## config.mk

```make
export PLATFORM = sky130hd
export DESIGN_NAME = s2p_lane_arbiter
export DESIGN_NICKNAME = d
export VERILOG_FILES = /design/src/rtl/s2p_lane_arbiter.sv
export SDC_FILE = /design/constraint.sdc
export NUM_CORES = 1
export LEC_CHECK = 0
export CAP_MARGIN = 20
export CELL_PAD_IN_SITES_DETAIL_PLACEMENT = 1
export CELL_PAD_IN_SITES_GLOBAL_PLACEMENT = 2
export CORE_UTILIZATION = 23
export CTS_CLUSTER_DIAMETER = 40
export CTS_CLUSTER_SIZE = 16
export DETAILED_ROUTE_END_ITERATION = 12
export GPL_TIMING_DRIVEN = 0
export PLACE_DENSITY = 0.83
export SETUP_SLACK_MARGIN = 0.2
export SLEW_MARGIN = 20
export SYNTH_ARGS = -nofsm -noshare
export SYNTH_HDL_FRONTEND = slang
export SYNTH_SLANG_ARGS = --single-unit
```

## constraint.sdc

```tcl
create_clock -name clk -period 1.98 [get_ports clk]
set_input_delay 0.396 -clock clk [delete_from_list [all_inputs] [get_ports clk]]
set_output_delay 0.396 -clock clk [all_outputs]
set_load 0.1 [all_outputs]
```

## src/rtl/s2p_lane_arbiter.sv

```systemverilog
// Round-robin arbiter that acks one s2p lane at a time and forwards its word downstream with a lane tag.
// Define S2P_ARB_TIMEOUT_EN to drop words that stall in SEND for TIMEOUT cycles.
module s2p_lane_arbiter #(
    parameter int LANES   = 4,
    parameter int WIDTH   = 8,
    parameter int TIMEOUT = 15
) (
    input  logic                     clk,
    input  logic                     reset_n,
    input  logic [LANES-1:0]         lane_valid_i,
    input  logic [LANES*WIDTH-1:0]   lane_data_i,
    output logic [LANES-1:0]         lane_ack_o,
    output logic                     out_valid_o,
    output logic [WIDTH-1:0]         out_data_o,
    output logic [$clog2(LANES)-1:0] out_lane_o,
    input  logic                     out_ready_i,
`ifdef S2P_ARB_TIMEOUT_EN
    output logic                     drop_pulse_o,
    output logic [7:0]               drop_cnt_o,
`endif
    output logic                     busy_o
);

    localparam int LW = $clog2(LANES);

    if (LANES < 2 || LANES > 16 || TIMEOUT < 1 || TIMEOUT > 255) begin : gBadParams
        $error("s2p_lane_arbiter: LANES or TIMEOUT out of range");
    end

    typedef enum logic [1:0] {
        IDLE  = 2'd0,
        GRANT = 2'd1,
        SEND  = 2'd2
    } state_t;

    state_t           state_q, state_d;
    logic [LW-1:0]    ptr_q, ptr_d;
    logic [LW-1:0]    g_q, g_d;
    logic [LW-1:0]    out_lane_q, out_lane_d;
    logic [WIDTH-1:0] out_data_q, out_data_d;
    logic [LW-1:0]    searchIdx;
    logic [LW-1:0]    pickLane;
    logic             pickFound;

`ifdef S2P_ARB_TIMEOUT_EN
    logic [7:0] stall_q, stall_d;
    logic [7:0] drop_cnt_q, drop_cnt_d;
    logic       drop_pulse_q, drop_pulse_d;
`endif

    // Search starts one past the last served lane, so that lane gets lowest priority next round.
    always_comb begin
        searchIdx = '0;
        pickLane  = '0;
        pickFound = 1'b0;
        for (int k = 1; k <= LANES; k++) begin
            searchIdx = LW'((int'(ptr_q) + k) % LANES);
            if (!pickFound && lane_valid_i[searchIdx]) begin
                pickFound = 1'b1;
                pickLane  = searchIdx;
            end
        end
    end

    always_comb begin
        state_d    = state_q;
        ptr_d      = ptr_q;
        g_d        = g_q;
        out_data_d = out_data_q;
        out_lane_d = out_lane_q;
`ifdef S2P_ARB_TIMEOUT_EN
        stall_d      = stall_q;
        drop_cnt_d   = drop_cnt_q;
        drop_pulse_d = 1'b0;
`endif
        case (state_q)
            IDLE: begin
                if (pickFound) begin
                    g_d     = pickLane;
                    state_d = GRANT;
                end
            end
            GRANT: begin
                // A lane that dropped valid here has resynced; ptr stays put so it keeps its turn.
                if (lane_valid_i[g_q]) begin
                    out_data_d = lane_data_i[int'(g_q)*WIDTH +: WIDTH];
                    out_lane_d = g_q;
                    state_d    = SEND;
`ifdef S2P_ARB_TIMEOUT_EN
                    stall_d    = '0;
`endif
                end else begin
                    state_d = IDLE;
                end
            end
            SEND: begin
                if (out_ready_i) begin
                    ptr_d   = g_q;
                    state_d = IDLE;
                end
`ifdef S2P_ARB_TIMEOUT_EN
                else begin
                    stall_d = stall_q + 8'd1;
                    if (stall_d == 8'(TIMEOUT)) begin
                        ptr_d        = g_q;
                        state_d      = IDLE;
                        drop_pulse_d = 1'b1;
                        drop_cnt_d   = drop_cnt_q + {7'd0, drop_cnt_q != 8'hFF};
                    end
                end
`endif
            end
            default: state_d = IDLE;
        endcase
    end

    always_ff @(posedge clk or negedge reset_n) begin
        if (!reset_n) begin
            state_q    <= IDLE;
            ptr_q      <= LW'(LANES - 1);
            g_q        <= '0;
            out_data_q <= '0;
            out_lane_q <= '0;
`ifdef S2P_ARB_TIMEOUT_EN
            stall_q      <= '0;
            drop_cnt_q   <= '0;
            drop_pulse_q <= 1'b0;
`endif
        end else begin
            state_q    <= state_d;
            ptr_q      <= ptr_d;
            g_q        <= g_d;
            out_data_q <= out_data_d;
            out_lane_q <= out_lane_d;
`ifdef S2P_ARB_TIMEOUT_EN
            stall_q      <= stall_d;
            drop_cnt_q   <= drop_cnt_d;
            drop_pulse_q <= drop_pulse_d;
`endif
        end
    end

    assign lane_ack_o  = (state_q == GRANT) ? (LANES'(1) << g_q) : '0;
    assign out_valid_o = (state_q == SEND);
    assign out_data_o  = out_data_q;
    assign out_lane_o  = out_lane_q;
    assign busy_o      = (state_q != IDLE);
`ifdef S2P_ARB_TIMEOUT_EN
    assign drop_pulse_o = drop_pulse_q;
    assign drop_cnt_o   = drop_cnt_q;
`endif

endmodule

```

==> results.md <==
* Status: completed
* Die height at 69.1 um
* Post-synth top area share at between 30% and 40%
* Routed met1 length at around 1200 um
* Hold Path Origin: out_lane_o[1]
* CTS tree: built
* Placed Area at approximately 0.0017 sq mm
* Final instance area at between 0.0015 and 0.002 sq mm
* Maximum buffer depth of the clock tree at 2
* Layout Nets at 187
* Average size of a mapped cell at 12.9 sq um
* Relative slew slack at a little over half
* Drt first pass iters at 4
* Reg2Reg Depth at 5
* Core Region at about 0.0043 sq mm
* Synth cell types at 28
* Finished Layout Cells at 199
* Drt drc at 0
* Leak at ~0.00081 uW
* Met3 Routed Length at 132 um
* Placer Congestion at 0.800
* Initial core utilization at about a quarter
* Std-Cell Rows at 24
* Die area at 0.00477 sq mm
* #FFs+latches synth at 16
* Startpoint type of the worst setup path: flop
* Num ports at between 50 and 60
* Final ANT Viol Nets at 0
* Hold depth at 1
* Area grow syn2layout at 79.6%
* Fin crit share at 88.5%
* Synth Instances at 80
* Critical path peak fanout at 5
* Worst-margin pin slew at around 0.7 ns
* Met2 routed WL at roughly 1500 um
* CTS Root Cell: clkbuf_8
* Max cap viols at 0
* Hold EP: out_lane_o[1]
* Max Transition Viols Final at 0
* Setup_tns at 0 ns
* Pwr per Cell Area at roughly 2000 mW/mm^2
* # setup viols final at 0
* Yosys warns at 0
* Final count of hold timing violations at 0
* DIE WIDTH at around 69 um
* Via count at slightly above 900
* Post-Syn Area at 0.00103 sq mm
* Reg2Reg Setup Slack at between 0.3 and 0.4 ns
* Initial antenna violation count at 0
* Top Metal Used: met4
* GRT Residual Overflow at 0
* Cts hold-fix bufs at 0
* Area leader, netlist: dfrtp_1
* First-pass GRT wire length at 4460 um
* Post-Route WL at 2900 um
* Via density at 4.58
* Skew final at 0.00365 ns
* RSZ-0062 raised after global routing: true
* DR iter-0 viols at 16
* # fillers at around 480
* Worst Path Arrival at between 1 and 1.5 ns
* Commonest cells after routing, fill and taps aside: clkdlybuf4s50_1 (34), dfrtp_1 (14), clkdlybuf4s15_2 (10)
* Required @ worst endpoint at roughly 1.6 ns
* Clock Sinks at 16
* Crit Path Class: reg2out
* Routed WL per cell at between 10 and 15 um
* FMAX at 0.571 GHz
* Cell count after placement at about 190
* Vias in the first global route at around 960
* Min cycle time layout at 1.75 ns
* Clk pin slew, worst setup/hold paths at 0.07 ns
* Critical R2R Launch: g_q[0]
* Ant. Diodes at 0
* Largest net degree at the start of global routing at 17
* Max IR drop VDD at 0.936 mV
* Hold slack final at ~0.51 ns
* Commonest non-fill, non-tap cell in the layout: clkdlybuf4s50_1
* H-tree Lvls at 1
* Clock Latency Late Sink at around 0.26 ns
* HP Class: reg2reg
* GRT Total Usage at 12.0%
* Top cells by area, synth: dfrtp_1 (34%), mux2_4 (13%), mux4_2 (13%), mux4_1 (7.6%), dfstp_2 (5.1%)
* Final HPWL DP at roughly 2200 um
* Post-Syn Nets at between 100 and 150
* IO Port Bufs at 54
* CTS Buf Count at 3
* Register area share after synthesis at roughly two fifths
* Worst reg2reg path endpoint: out_data_o[2]
* Layout cells sized above 1 at 42.2%
* Setup crit end kind: output pin
==> cells in the mapped netlist, drive strengths merged <==
| library cell | n |
|---|---|
| or2 | 1 |
| nand3 | 1 |
| nor3b | 1 |
| a21oi | 5 |
| nor2 | 6 |
| nor2b | 1 |
| nand2 | 6 |
| nand2b | 4 |
| o21ai | 4 |
| and3b | 1 |
| and3 | 1 |
| a211o | 1 |
| a311oi | 1 |
| dfstp | 2 |
| clkbuf | 2 |
| dfrtp | 14 |
| buf | 4 |
| or3b | 1 |
| inv | 2 |
| a31oi | 1 |
| mux2 | 12 |
| mux4 | 9 |
==> area by class of cell <==
class / instances / area (sq um) / area share [%]
tap: 52 / 65.1 / 3.50
buffer: 6 / 86.3 / 4.65
inverter: 2 / 7.51 / 0.404
clock buffer: 4 / 55.1 / 2.96
sequential: 16 / 403 / 21.7
timing repair buffer: 63 / 639 / 34.4
multi-input combinational: 56 / 602 / 32.4
==> critical path: stages, from the launching register on <==
cell	delay, ns
dfrtp_1	0.38
buf_6	0.13
clkbuf_16	0.15
and3b_2	0.25
buf_12	0.17
==> cell families after synthesis <==
kind of cell	after synthesis	synth area share, %
buffers and inverters	8	5.68
DFF	16	38.9
and+or+nand+nor	23	11.7
muxes	21	37.0
AOI/OAI and AO/OA	12	6.65
==> power breakdown <==
part	switching [uW]	internal (uW)	total, uW
clock network	121	177	298
logic	1640	1060	2700
registers	108	513	621
total	1870	1750	3620
==> how the worst max path moves through the flow <==
stage / from / endpoint / slack, ns / cells after the start
floorplan: g_q[1] / lane_ack_o[0] / 0.05 / 3
global placement: g_q[1] / lane_ack_o[2] / -0.54 / 5
detailed placement: g_q[1] / lane_ack_o[2] / -0.56 / 5
CTS: g_q[1] / lane_ack_o[1] / 0.22 / 4
global route: g_q[1] / lane_ack_o[0] / 0.17 / 4
finish: g_q[1] / lane_ack_o[1] / 0.23 / 4
==> registers in the layout, indices dropped and copies added, names as in the netlist <==
signal and count:
out_data_o 8, g_q 2, out_lane_o 2, ptr_q 2, state_q 2
==> through the flow <==
stage	power, uW	setup WS (ns)	util (%)
2_1_floorplan	2560	0.0479	-
3_3_place_gp	3070	-0.541	38.5
3_5_place_dp	3110	-0.563	38.5
4_1_cts	3470	0.221	41.1
5_1_grt	3780	0.172	43.0
6_report	3620	0.228	43.0
==> metal layers <==
| layer | vias to the layer above | GRT usage [%] |
|---|---|---|
| li1 | 432 | - |
| met1 | 451 | 13.5 |
| met2 | 21 | 20.9 |
| met3 | 7 | 3.36 |
| met4 | 0 | 5.44 |
| met5 | - | 0 |
==> timing repair <==
| item | 4_1_cts | 5_1_grt |
|---|---|---|
| resized for setup | 85 | 2 |
| buffers inserted | 0 | 8 |
| gates cloned | 0 | 1 |
| setup endpoints to repair | 25 | 4 |
| pin swaps | 1 | 1 |
No activity file was read; power rests on OpenSTA's default activity.
